### src/rtl/axi_config_pkg.sv
// Shared encodings for the AXI config write path.
// Burst/response codes and the front-end state enum.
package axi_config_pkg;

    localparam logic [1:0] BURST_FIXED = 2'b00;
    localparam logic [1:0] BURST_INCR  = 2'b01;
    localparam logic [1:0] BURST_WRAP  = 2'b10;
    localparam logic [1:0] BURST_RSVD  = 2'b11;

    localparam logic [1:0] RESP_OKAY   = 2'b00;
    localparam logic [1:0] RESP_SLVERR = 2'b10;

    typedef enum logic [1:0] {
        ST_IDLE,
        ST_DATA,
        ST_RESP
    } state_e;

    function automatic logic wrap_len_ok(input logic [7:0] len);
        return (len == 8'd1) || (len == 8'd3) ||
               (len == 8'd7) || (len == 8'd15);
    endfunction

endpackage

### src/rtl/axi_burst_addr_gen.sv
// Next-beat address for an AXI burst (FIXED/INCR/WRAP).
// Purely combinational; shared by writer and future reader.
module axi_burst_addr_gen
    import axi_config_pkg::*;
#(
    parameter int ADDR_WIDTH = 32
) (
    input  logic [ADDR_WIDTH-1:0] addr,
    input  logic [2:0]            size,
    input  logic [7:0]            len,
    input  logic [1:0]            burst,
    output logic [ADDR_WIDTH-1:0] next_addr
);

    logic [ADDR_WIDTH-1:0] step;
    logic [ADDR_WIDTH-1:0] incr_addr;
    logic [ADDR_WIDTH-1:0] wrap_mask;

    // Wrap window is (len+1)<<size; len+1 is a power of two for legal WRAP.
    assign step      = ADDR_WIDTH'(1) << size;
    assign incr_addr = addr + step;
    assign wrap_mask = (ADDR_WIDTH'(len) << size) | (step - ADDR_WIDTH'(1));

    always_comb begin
        next_addr = addr;
        unique case (1'b1)
            burst == BURST_INCR: next_addr = incr_addr;
            burst == BURST_WRAP: next_addr = (addr & ~wrap_mask) |
                                             (incr_addr & wrap_mask);
            default:             next_addr = addr;
        endcase
    end

endmodule

### src/rtl/axi_config_wr_burst.sv
// AXI4 write-slave front end for the config register bank.
// Splits bursts into single-beat register writes with backpressure.
module axi_config_wr_burst
    import axi_config_pkg::*;
#(
    parameter int                  ADDR_WIDTH   = 32,
    parameter int                  DATA_WIDTH   = 32,
    parameter int                  STRB_WIDTH   = DATA_WIDTH / 8,
    parameter int                  ID_WIDTH     = 8,
    parameter int                  BUSER_ENABLE = 0,
    parameter int                  BUSER_WIDTH  = 1,
    parameter logic [ADDR_WIDTH-1:0] ADDR_BASE  = '0,
    parameter logic [ADDR_WIDTH:0]   ADDR_SPAN  = (ADDR_WIDTH+1)'(4096)
) (
    input  logic                   clk,
    input  logic                   rst_n,
    input  logic [ID_WIDTH-1:0]    s_axi_awid,
    input  logic [ADDR_WIDTH-1:0]  s_axi_awaddr,
    input  logic [7:0]             s_axi_awlen,
    input  logic [2:0]             s_axi_awsize,
    input  logic [1:0]             s_axi_awburst,
    input  logic                   s_axi_awvalid,
    output logic                   s_axi_awready,
    input  logic [DATA_WIDTH-1:0]  s_axi_wdata,
    input  logic [STRB_WIDTH-1:0]  s_axi_wstrb,
    input  logic                   s_axi_wlast,
    input  logic                   s_axi_wvalid,
    output logic                   s_axi_wready,
    output logic [ID_WIDTH-1:0]    s_axi_bid,
    output logic [1:0]             s_axi_bresp,
    output logic [BUSER_WIDTH-1:0] s_axi_buser,
    output logic                   s_axi_bvalid,
    input  logic                   s_axi_bready,
    output logic                   wr,
    output logic [ADDR_WIDTH-1:0]  waddr,
    output logic [DATA_WIDTH-1:0]  wdata,
    output logic [STRB_WIDTH-1:0]  wstrb,
    input  logic                   wr_ready
);

    localparam logic [2:0] SIZE_MAX = 3'($clog2(STRB_WIDTH));

    state_e                state_q, state_d;
    logic                  awready_q;
    logic [ID_WIDTH-1:0]   id_q;
    logic [ADDR_WIDTH-1:0] addr_q;
    logic [7:0]            len_q;
    logic [2:0]            size_q;
    logic [1:0]            burst_q;
    logic [8:0]            cnt_q;
    logic                  err_q;
    logic                  wr_q;
    logic [ADDR_WIDTH-1:0] waddr_q;
    logic [DATA_WIDTH-1:0] wdata_q;
    logic [STRB_WIDTH-1:0] wstrb_q;

    logic                  aw_hs, w_hs, wready_c, bvalid_c;
    logic                  aw_err, beat_ok, in_range, cnt_over, early_last;
    logic [ADDR_WIDTH-1:0] next_addr, size_mask, aligned;
    logic [ADDR_WIDTH:0]   offset;

    axi_burst_addr_gen #(
        .ADDR_WIDTH (ADDR_WIDTH)
    ) u_addr_gen (
        .addr      (addr_q),
        .size      (size_q),
        .len       (len_q),
        .burst     (burst_q),
        .next_addr (next_addr)
    );

    assign aw_err = (s_axi_awburst == BURST_RSVD) ||
                    (s_axi_awsize > SIZE_MAX) ||
                    ((s_axi_awburst == BURST_WRAP) &&
                     !wrap_len_ok(s_axi_awlen));

    // Window check via borrow so a zero base needs no constant compare.
    assign size_mask  = (ADDR_WIDTH'(1) << size_q) - ADDR_WIDTH'(1);
    assign aligned    = addr_q & ~size_mask;
    assign offset     = {1'b0, aligned} - {1'b0, ADDR_BASE};
    assign in_range   = !offset[ADDR_WIDTH] && (offset < ADDR_SPAN);
    assign cnt_over   = cnt_q > {1'b0, len_q};
    assign early_last = s_axi_wlast && (cnt_q != {1'b0, len_q});
    assign beat_ok    = !err_q && in_range && !cnt_over;

    always_ff @(posedge clk or negedge rst_n) begin
        if (!rst_n) state_q <= ST_IDLE;
        else        state_q <= state_d;
    end

    always_comb begin
        state_d  = state_q;
        aw_hs    = 1'b0;
        w_hs     = 1'b0;
        wready_c = 1'b0;
        bvalid_c = 1'b0;
        unique case (state_q)
            ST_IDLE: begin
                aw_hs = s_axi_awvalid && awready_q;
                if (aw_hs) state_d = ST_DATA;
            end
            ST_DATA: begin
                wready_c = !wr_q || wr_ready;
                w_hs     = s_axi_wvalid && wready_c;
                if (w_hs && s_axi_wlast) state_d = ST_RESP;
            end
            ST_RESP: begin
                bvalid_c = !wr_q;
                if (bvalid_c && s_axi_bready) state_d = ST_IDLE;
            end
            default: state_d = ST_IDLE;
        endcase
    end

    always_ff @(posedge clk or negedge rst_n) begin
        if (!rst_n) begin
            awready_q <= 1'b0;
            id_q      <= '0;
            addr_q    <= '0;
            len_q     <= '0;
            size_q    <= '0;
            burst_q   <= '0;
            cnt_q     <= '0;
            err_q     <= 1'b0;
            wr_q      <= 1'b0;
            waddr_q   <= '0;
            wdata_q   <= '0;
            wstrb_q   <= '0;
        end else begin
            awready_q <= (state_d == ST_IDLE);
            if (aw_hs) begin
                id_q    <= s_axi_awid;
                addr_q  <= s_axi_awaddr;
                len_q   <= s_axi_awlen;
                size_q  <= s_axi_awsize;
                burst_q <= s_axi_awburst;
                cnt_q   <= '0;
                err_q   <= aw_err;
            end
            if (w_hs) begin
                addr_q <= next_addr;
                if (cnt_q != 9'h1FF) cnt_q <= cnt_q + 9'd1;
                if (!beat_ok || early_last) err_q <= 1'b1;
            end
            if (w_hs && beat_ok) begin
                wr_q    <= 1'b1;
                waddr_q <= aligned;
                wdata_q <= s_axi_wdata;
                wstrb_q <= s_axi_wstrb;
            end else if (wr_ready) begin
                wr_q <= 1'b0;
            end
        end
    end

    assign s_axi_awready = awready_q;
    assign s_axi_wready  = wready_c;
    assign s_axi_bvalid  = bvalid_c;
    assign s_axi_bid     = id_q;
    assign s_axi_bresp   = err_q ? RESP_SLVERR : RESP_OKAY;
    assign wr            = wr_q;
    assign waddr         = waddr_q;
    assign wdata         = wdata_q;
    assign wstrb         = wstrb_q;

    if (BUSER_ENABLE != 0) begin : g_buser
        assign s_axi_buser = '0;
    end else begin : g_no_buser
        assign s_axi_buser = '0;
    end

endmodule

### config.mk
export PLATFORM = sky130hd
export DESIGN_NAME = axi_config_wr_burst
export DESIGN_NICKNAME = d
export VERILOG_FILES = /design/src/rtl/axi_config_pkg.sv /design/src/rtl/axi_burst_addr_gen.sv /design/src/rtl/axi_config_wr_burst.sv
export SDC_FILE = /design/constraint.sdc
export NUM_CORES = 1
export LEC_CHECK = 0
export ABC_AREA = 1
export CAP_MARGIN = 20
export CORE_AREA = 2 2 128 130
export CTS_CLUSTER_SIZE = 28
export DETAILED_ROUTE_END_ITERATION = 12
export DIE_AREA = 0 0 130 132
export PLACE_DENSITY = 0.77
export SYNTH_ARGS = -nofsm -noshare
export SYNTH_HDL_FRONTEND = slang
export SYNTH_SLANG_ARGS = --single-unit
### constraint.sdc
create_clock -name clk -period 4.6 [get_ports clk]
set_input_delay 0.92 -clock clk [delete_from_list [all_inputs] [get_ports clk]]
set_output_delay 0.92 -clock clk [all_outputs]
set_load 0.01 [all_outputs]
==> results of run 1 <==
## Yosys cell counts, types with 3 or more instances
cell                       number
sky130_fd_sc_hd__ha_1          18
sky130_fd_sc_hd__inv_1        103
sky130_fd_sc_hd__a22oi_2        4
sky130_fd_sc_hd__dfrtp_1      135
sky130_fd_sc_hd__buf_2         15
sky130_fd_sc_hd__o21ai_2        5
sky130_fd_sc_hd__o21ai_1       19
sky130_fd_sc_hd__a31oi_1        3
sky130_fd_sc_hd__nand3_1       39
sky130_fd_sc_hd__o21ai_0       38
sky130_fd_sc_hd__a21oi_2        6
sky130_fd_sc_hd__inv_2         13
sky130_fd_sc_hd__nand2_2        8
sky130_fd_sc_hd__buf_6          3
sky130_fd_sc_hd__nand2_1      374
sky130_fd_sc_hd__a21boi_1      15
sky130_fd_sc_hd__a21oi_1       56
sky130_fd_sc_hd__nand4_1       14
sky130_fd_sc_hd__nor2_8         3
sky130_fd_sc_hd__nor4_1         6
sky130_fd_sc_hd__clkbuf_1      10
sky130_fd_sc_hd__o211ai_1       5
sky130_fd_sc_hd__nor2_4         4
sky130_fd_sc_hd__nor3_2         4
sky130_fd_sc_hd__nor2_1        49
sky130_fd_sc_hd__buf_4          4
sky130_fd_sc_hd__a22oi_1        5
sky130_fd_sc_hd__xor2_1        10
sky130_fd_sc_hd__nand3_2        5
sky130_fd_sc_hd__nor3_1        21
## metrics by stage
step           hold WS (ns)  power, mW
6_report              0.379       5.49
4_1_cts               0.470       5.49
3_5_place_dp          0.453       4.12
5_1_grt               0.391       5.90
3_3_place_gp          0.447       4.08
2_1_floorplan         0.470       3.44
## cell type report
| type | instances | area share |
|---|---|---|
| multi-input cells | 735 | 0.364 |
| flip-flops and latches | 135 | 0.330 |
| clock buffers | 19 | 0.0433 |
| inverters | 117 | 0.0432 |
| repair buffers | 182 | 0.179 |
| well taps | 216 | 0.0264 |
| clock inverters | 13 | 0.0144 |
## path summary, 6_finish.rpt
| check | startpoint | to | slack [ns] | cells past startpoint |
|---|---|---|---|---|
| max reg2reg | size_q[0]$_DFFE_PN0P_ | waddr[4]$_DFFE_PN0P_ | 1.44 | 14 |
| min in group clk | wstrb[1]$_DFFE_PN0P_ | wstrb[1]$_DFFE_PN0P_ | 0.47 | 2 |
| min reg2reg | wstrb[1]$_DFFE_PN0P_ | wstrb[1]$_DFFE_PN0P_ | 0.47 | 2 |
| max | size_q[0]$_DFFE_PN0P_ | waddr[4]$_DFFE_PN0P_ | 1.44 | 14 |
| min | rst_n | waddr[15]$_DFFE_PN0P_ | 0.38 | 1 |
| max in group asynchronous | rst_n | len_q[4]$_DFFE_PN0P_ | 3.13 | 3 |
## kinds of logic after synthesis
group / after synthesis
adders and majority gates: 19
xor gates and xnor gates: 12
muxes: 1
buffers and inverters: 150
AOI/OAI and AO/OA: 162
and+or+nand+nor: 539
DFF: 135
other: 1
## per-layer routing
layer	track usage	wire length, um	up-vias
met4	0.0729	259	0
li1	-	-	3601
met3	0.0605	1830	22
met1	0.345	9710	3415
met5	0	0	-
met2	0.400	9660	282
## power breakdown
group / switching, mW / total, mW / internal [mW]
logic: 1.55 / 2.39 / 0.844
clock network: 0.535 / 1.35 / 0.818
registers: 0.301 / 1.75 / 1.44
total: 2.39 / 5.49 / 3.11
==> tab_implementation.tex, run 1 <==
\begin{tabular}{lr}
\hline
Metric & Value \\
\hline
\multicolumn{2}{l}{\textbf{Outcome}} \\
Run status & finished, final reports clean \\
\multicolumn{2}{l}{\textbf{Routing}} \\
Routed wire length & 21500 um \\
Per-cell via count in the routed design & 5.17 \\
Total via count in the routed design & between 7000 and 8000 \\
WL/cell & approximately 15 um \\
Total iterations of the first detailed-routing run & 5 \\
DR DRC count & 0 \\
Antenna Nets Post-Route & 0 \\
DRC marker count from the first detailed-route iteration & between 300 and 400 \\
\multicolumn{2}{l}{\textbf{Synthesis}} \\
Cell area after technology mapping & approximately 7700 um\^{}2 \\
Count of unique library cells instantiated by Yosys & about 50 \\
Count of flip-flops with a built-in enable after synthesis & 0 \\
Library cell occupying the most area in the post-synthesis netlist & sky130\_fd\_sc\_hd\_\_dfrtp\_1 \\
Compound-gate portion of the synthesized area & 0.125 \\
Largest cells by area after synthesis & sky130\_fd\_sc\_hd\_\_dfrtp\_1 (44\%), sky130\_fd\_sc\_hd\_\_nand2\_1 (18\%), sky130\_fd\_sc\_hd\_\_inv\_1 (5.0\%), sky130\_fd\_sc\_hd\_\_a21oi\_1 (3.6\%), sky130\_fd\_sc\_hd\_\_ha\_1 (2.9\%) \\
Fraction of registers with async set/reset & 1.00 \\
Post-synth top flop & sky130\_fd\_sc\_hd\_\_dfrtp\_1 \\
Post-Syn Area per Cell & 7.59 um\^{}2 \\
Proportion of synthesized area in mux cells & 0.00129 \\
\#FFs+latches synth & about 140 \\
Cells after Synth & 1019 \\
Sequential cell area fraction in the yosys report & 0.437 \\
Simple-Gate Fraction of Synth Area & 0.309 \\
Xor-xnor portion of the synthesized cell area & 0.0136 \\
Number of warnings issued by yosys & 0 \\
Share of Yosys cell area claimed by the top area cell type & 0.437 \\
Largest family of logic cells by synthesized area & simple AND/OR/NAND/NOR gates \\
Fraction of the mapped netlist area in adder cells & 0.0317 \\
\multicolumn{2}{l}{\textbf{Cells and area}} \\
Multi-input gate area & roughly 3700 um\^{}2 \\
Antenna Cells & 0 \\
Fillers & roughly 1400 \\
Most frequent cells in the layout & sky130\_fd\_sc\_hd\_\_nand2\_1 (374), sky130\_fd\_sc\_hd\_\_clkdlybuf4s50\_1 (175), sky130\_fd\_sc\_hd\_\_dfrtp\_1 (135) \\
Share of layout cells above drive strength 1 & 0.0833 \\
Net count of the finished layout & around 1300 \\
P\&R area growth vs syn & 32.3\% \\
Final core utilization & 0.651 \\
Sequential cell area & about 3400 um\^{}2 \\
Cell area after layout & 10200 um\^{}2 \\
Post-Layout Cell Count & $\sim$1400 \\
Leading cell type in the layout, fill and taps excluded & sky130\_fd\_sc\_hd\_\_nand2\_1 \\
\multicolumn{2}{l}{\textbf{Critical path}} \\
Largest stage delay, worst path & 0.80 ns \\
Req. time, crit path & 4.93 ns \\
Top Family by Delay on Critical Path & buffers and inverters \\
Slowest cell on the critical path & sky130\_fd\_sc\_hd\_\_dfrtp\_1 \\
CP startpoint kind & flop \\
Worst EP arrival & between 3 and 4 ns \\
WS Path Type & reg2reg \\
CP Max Fanout & between 40 and 50 \\
Cell chain of the critical path & inv\_2, nor2\_1, inv\_1, ha\_1, inv\_1, a21oi\_1, nand4\_1, nor3\_2, nand2\_2, nor2\_8, inv\_2, buf\_4, nand2\_1, o21ai\_1 \\
Element type at the critical path end & flop \\
Count of buffering cells on the critical path with inverters included & 5 \\
\multicolumn{2}{l}{\textbf{CTS}} \\
Clock latency on the worst-skew pair & about 0.42 ns \\
Maximum root-to-sink buffer count & 2 \\
Resized Gates After CTS & 0 \\
Cell at the root of the clock tree & sky130\_fd\_sc\_hd\_\_clkbuf\_16 \\
Post-CTS clock slew at the launch and capture registers of the worst setup and hold paths & 0.06 ns \\
Post-CTS Repair Setup Buffers & 0 \\
H-tree lvl count & 4 \\
Post-CTS Hold Fix Bufs & 0 \\
Clock tree from TritonCTS & built \\
TritonCTS sink count & $\sim$140 \\
Number of buffers created by CTS & 17 \\
\multicolumn{2}{l}{\textbf{Pwr}} \\
Total power density per cell area & between 500 and 600 nW/um\^{}2 \\
Static leakage power & 5.04 nW \\
Peak supply drop & between 300 and 400 uV \\
\multicolumn{2}{l}{\textbf{Floorplanning}} \\
Top-level port count & about 180 \\
Die height & between 100 and 150 um \\
Area of the die & 17200 um\^{}2 \\
Core box area & 15700 um\^{}2 \\
Horiz. Die Dim & 130 um \\
Floorplan row count & between 40 and 50 \\
Starting utilization of the core area & 0.492 \\
\multicolumn{2}{l}{\textbf{GRT}} \\
Via count of the first global-routing pass & 7097 \\
Pin count of the biggest net entering global routing & 111 \\
Antenna violations before repair & 0 \\
Grt ovf & 0 \\
Overall Global Routing Usage & 0.252 \\
First-pass GRT wire length & 34700 um \\
\multicolumn{2}{l}{\textbf{Place}} \\
HPWL reported at the end of detailed placement & about 16000 um \\
Setup WS pre-CTS & roughly 1.4 ns \\
Post-Place Cell Area & 9620 um\^{}2 \\
DP Cell Count & between 1000 and 1500 \\
Weighted congestion reported at the end of routability-driven placement & approximately 0.95 \\
Number of buffers added on ports & between 150 and 200 \\
\multicolumn{2}{l}{\textbf{STA}} \\
Final count of hold timing violations & 0 \\
Transition time at the pin with the least slew margin & roughly 0.74 ns \\
Headroom to the max-slew limit & 0.507 \\
Summed negative setup slack over all endpoints & 0 ns \\
Share of the cycle needed by the critical path after routing & 0.688 \\
Clock Skew & slightly below 0.009 ns \\
Maximum frequency from static timing analysis & $\sim$320 MHz \\
Pins Over Slew Limit & 0 \\
Count of endpoints failing setup in the final report & 0 \\
Final worst path period need & roughly 3.2 ns \\
Setup repair after global routing missed its margin & false \\
Final worst-path setup slack & roughly 1.4 ns \\
\multicolumn{2}{l}{\textbf{Run}} \\
Maxcap violations & 0 \\
\multicolumn{2}{l}{\textbf{Worst hold path}} \\
Hold WC Path Type & in2async \\
\hline
\end{tabular}
No activity file was read; power rests on OpenSTA's default activity.
==> run 2: changes to the inputs <==
--- a/config.mk
+++ b/config.mk
@@ -7,11 +7,11 @@
 export LEC_CHECK = 0
 export ABC_AREA = 1
 export CAP_MARGIN = 20
-export CORE_AREA = 2 2 128 130
+export CORE_AREA = 2 2 133 135
 export CTS_CLUSTER_SIZE = 28
 export DETAILED_ROUTE_END_ITERATION = 12
-export DIE_AREA = 0 0 130 132
-export PLACE_DENSITY = 0.77
+export DIE_AREA = 0 0 135 137
+export PLACE_DENSITY = 0.74
 export SYNTH_ARGS = -nofsm -noshare
 export SYNTH_HDL_FRONTEND = slang
 export SYNTH_SLANG_ARGS = --single-unit
==> constraint.sdc (replaced) <==
create_clock -name clk -period 2.6 [get_ports clk]
set_input_delay 0.52 -clock clk [delete_from_list [all_inputs] [get_ports clk]]
set_output_delay 0.52 -clock clk [all_outputs]
set_load 0.01 [all_outputs]
==> tab_implementation.tex, run 2 (synthesis results as in run 1) <==
\begin{tabular}{lr}
\hline
Metric & Value \\
\hline
\multicolumn{2}{l}{\textbf{Critical path}} \\
Worst EP arrival & 2.72 ns (-0.78 ns) \\
CP startpoint kind & flop \\
Cell chain of the critical path & nand2\_2, nor2\_1, inv\_1, ha\_1, inv\_1, a21oi\_1, nand4\_1, nor3\_2, nand2\_2, nor2\_8, inv\_2, buf\_4, o21ai\_1 \\
Slowest cell on the critical path & sky130\_fd\_sc\_hd\_\_dfrtp\_2 \\
Top Family by Delay on Critical Path & simple AND/OR/NAND/NOR gates \\
Largest stage delay, worst path & 0.47 ns (-0.33 ns) \\
WS Path Type & reg2reg \\
Count of buffering cells on the critical path with inverters included & 4 (-1) \\
Element type at the critical path end & flop \\
CP Max Fanout & 25 (-42\%) \\
Req. time, crit path & 2.91 ns (-2.02 ns) \\
\multicolumn{2}{l}{\textbf{Place}} \\
DP Cell Count & 1407 (+1.7\%) \\
Number of buffers added on ports & 176 (unchanged) \\
Post-Place Cell Area & 9770 um\^{}2 (+1.6\%) \\
HPWL reported at the end of detailed placement & 17000 um (+7.2\%) \\
Weighted congestion reported at the end of routability-driven placement & 0.939 (-1.1\%) \\
\multicolumn{2}{l}{\textbf{Routing}} \\
Total via count in the routed design & 7441 (+1.7\%) \\
DRC marker count from the first detailed-route iteration & 500 (+29\%) \\
Per-cell via count in the routed design & 5.16 (-0.18\%) \\
DR DRC count & 0 (unchanged) \\
Routed wire length & 22500 um (+4.8\%) \\
WL/cell & 15.6 um (+3.0\%) \\
Total iterations of the first detailed-routing run & 5 (unchanged) \\
Antenna Nets Post-Route & 0 (unchanged) \\
\multicolumn{2}{l}{\textbf{Floorplanning}} \\
Core box area & 17100 um\^{}2 (+8.6\%) \\
Floorplan row count & 48 (+4.3\%) \\
Die height & 137 um (+3.8\%) \\
Top-level port count & 179 (unchanged) \\
Area of the die & 18500 um\^{}2 (+7.8\%) \\
Starting utilization of the core area & 0.453 (-0.0388) \\
Horiz. Die Dim & 135 um (+3.8\%) \\
\multicolumn{2}{l}{\textbf{CTS}} \\
Post-CTS clock slew at the launch and capture registers of the worst setup and hold paths & 0.07 ns (about the same) \\
Clock tree from TritonCTS & built \\
Post-CTS Hold Fix Bufs & 0 (unchanged) \\
TritonCTS sink count & 135 (unchanged) \\
Maximum root-to-sink buffer count & 2 (unchanged) \\
Number of buffers created by CTS & 17 (unchanged) \\
Cell at the root of the clock tree & sky130\_fd\_sc\_hd\_\_clkbuf\_16 \\
Clock latency on the worst-skew pair & 0.43 ns (about the same) \\
H-tree lvl count & 4 (unchanged) \\
\multicolumn{2}{l}{\textbf{Cells and area}} \\
P\&R area growth vs syn & 35.1\% \\
Fillers & 1561 (+11\%) \\
Net count of the finished layout & 1320 (+1.3\%) \\
Share of layout cells above drive strength 1 & 0.111 (+0.0276) \\
Post-Layout Cell Count & 1443 (+1.8\%) \\
Cell area after layout & 10400 um\^{}2 (+2.1\%) \\
Most frequent cells in the layout & sky130\_fd\_sc\_hd\_\_nand2\_1 (371), sky130\_fd\_sc\_hd\_\_clkdlybuf4s50\_1 (175), sky130\_fd\_sc\_hd\_\_dfrtp\_1 (132) \\
Antenna Cells & 0 (unchanged) \\
Leading cell type in the layout, fill and taps excluded & sky130\_fd\_sc\_hd\_\_nand2\_1 \\
\multicolumn{2}{l}{\textbf{GRT}} \\
Met3 track utilization from global routing & 0.0581 (-0.00232) \\
Pin count of the biggest net entering global routing & 51 (-54\%) \\
First-pass GRT wire length & 36400 um (+4.8\%) \\
Overall Global Routing Usage & 0.249 (-0.00292) \\
Met1 global-route usage & 0.339 (-0.00533) \\
Via count of the first global-routing pass & 7090 (-0.099\%) \\
Grt ovf & 0 (unchanged) \\
Global-route met2 utilization & 0.402 (+0.00248) \\
Most Used Layer, Global Route & met2 \\
Antenna violations before repair & 0 (unchanged) \\
\multicolumn{2}{l}{\textbf{Run}} \\
Maxcap violations & 0 (unchanged) \\
\multicolumn{2}{l}{\textbf{STA}} \\
Count of endpoints failing setup in the final report & 0 (unchanged) \\
Headroom to the max-slew limit & 0.624 (+0.117) \\
Pins Over Slew Limit & 0 (unchanged) \\
Maximum frequency from static timing analysis & 414 MHz (+31\%) \\
Setup repair after global routing missed its margin & false \\
Final count of hold timing violations & 0 (unchanged) \\
Final worst path period need & 2.42 ns (-0.746 ns) \\
Transition time at the pin with the least slew margin & 0.560 ns (-0.179 ns) \\
Share of the cycle needed by the critical path after routing & 0.930 (+0.242) \\
Clock Skew & 0.0147 ns (+0.00593 ns) \\
\multicolumn{2}{l}{\textbf{Outcome}} \\
Run status & finished, final reports clean \\
\multicolumn{2}{l}{\textbf{Pwr}} \\
Peak supply drop & 654 uV (+82\%) \\
Total design power & 9.98 mW (+82\%) \\
Total power density per cell area & 956 nW/um\^{}2 (+78\%) \\
Static leakage power & 5.12 nW (+1.5\%) \\
\multicolumn{2}{l}{\textbf{Worst hold path}} \\
Hold WC Path Type & in2async \\
\hline
\end{tabular}
-- run 2: cell count changes in the layout (fill, tap and decap cells not counted), sizes merged --
cell and change:
bufinv -1, clkinv -1, nand2 +1, clkinvlp +1
buf +16, clkbuf -2, inv +3
-- run 2: through the flow --
| stage | setup TNS [ns] | setup WS [ns] | hold slack (ns) | utilization |
|---|---|---|---|---|
| floorplan | 0 | 0.253 | 0.224 | - |
| global placement | -0.0445 | -0.0276 | 0.450 | 0.573 |
| detailed placement | -0.0198 | -0.0198 | 0.451 | 0.573 |
| CTS | 0 | 0.0319 | 0.0369 | 0.606 |
| global route | 0 | 0.00413 | 0.0561 | 0.612 |
| finish | 0 | 0.182 | 0.0190 | 0.612 |
-- run 2: per-layer routing --
metal | vias to the layer above | wire length (um)
met3 | 30 | 2010
met2 | 270 | 10100
met1 | 3490 | 10000
li1 | 3651 | -
met4 | 0 | 380
met5 | - | 0
-- run 2: cell type report --
cell class	instances	area, um^2	share of cell area
multi-input cells	736	3800	0.364
flip-flops and latches	135	3380	0.324
repair buffers	198	1970	0.188
inverters	117	442	0.0423
clock buffers	17	425	0.0407
well taps	225	282	0.0269
clock inverters	15	145	0.0139
-- run 2: final timing paths --
kind | cells past startpoint | slack [ns] | startpoint | to
hold / removal | 1 | 0.02 | rst_n | wdata[28]$_DFFE_PN0P_
setup reg to reg | 13 | 0.18 | size_q[1]$_DFFE_PN0P_ | wr$_DFFE_PN0P_
min in group clk | 2 | 0.46 | waddr[23]$_DFFE_PN0P_ | waddr[23]$_DFFE_PN0P_
hold reg to reg | 2 | 0.46 | waddr[23]$_DFFE_PN0P_ | waddr[23]$_DFFE_PN0P_
setup / recovery | 13 | 0.18 | size_q[1]$_DFFE_PN0P_ | wr$_DFFE_PN0P_
max in group asynchronous | 2 | 1.93 | rst_n | size_q[0]$_DFFE_PN0P_
-- run 2: timing repair --
item,4_1_cts,5_1_grt
resized for setup,1,24
pin swaps,0,6
cloned,0,1
setup endpoints to repair,3,79
buffers inserted,0,3
-- run 2: worst reg2reg max path: stages (launching register included) --
cell and delay, ns:
sky130_fd_sc_hd__dfrtp_2 0.47, sky130_fd_sc_hd__nand2_2 0.15, sky130_fd_sc_hd__nor2_1 0.08, sky130_fd_sc_hd__inv_1 0.08, sky130_fd_sc_hd__ha_1 0.18, sky130_fd_sc_hd__inv_1 0.07, sky130_fd_sc_hd__a21oi_1 0.12, sky130_fd_sc_hd__nand4_1 0.12
sky130_fd_sc_hd__nor3_2 0.15, sky130_fd_sc_hd__nand2_2 0.13, sky130_fd_sc_hd__nor2_8 0.20, sky130_fd_sc_hd__inv_2 0.07, sky130_fd_sc_hd__buf_4 0.21, sky130_fd_sc_hd__o21ai_1 0.24
-- run 2: report_power, final --
| part | switching (mW) | internal (mW) |
|---|---|---|
| logic | 2.93 | 1.64 |
| registers | 0.487 | 2.56 |
| clock network | 1.03 | 1.33 |
| total | 4.45 | 5.53 |
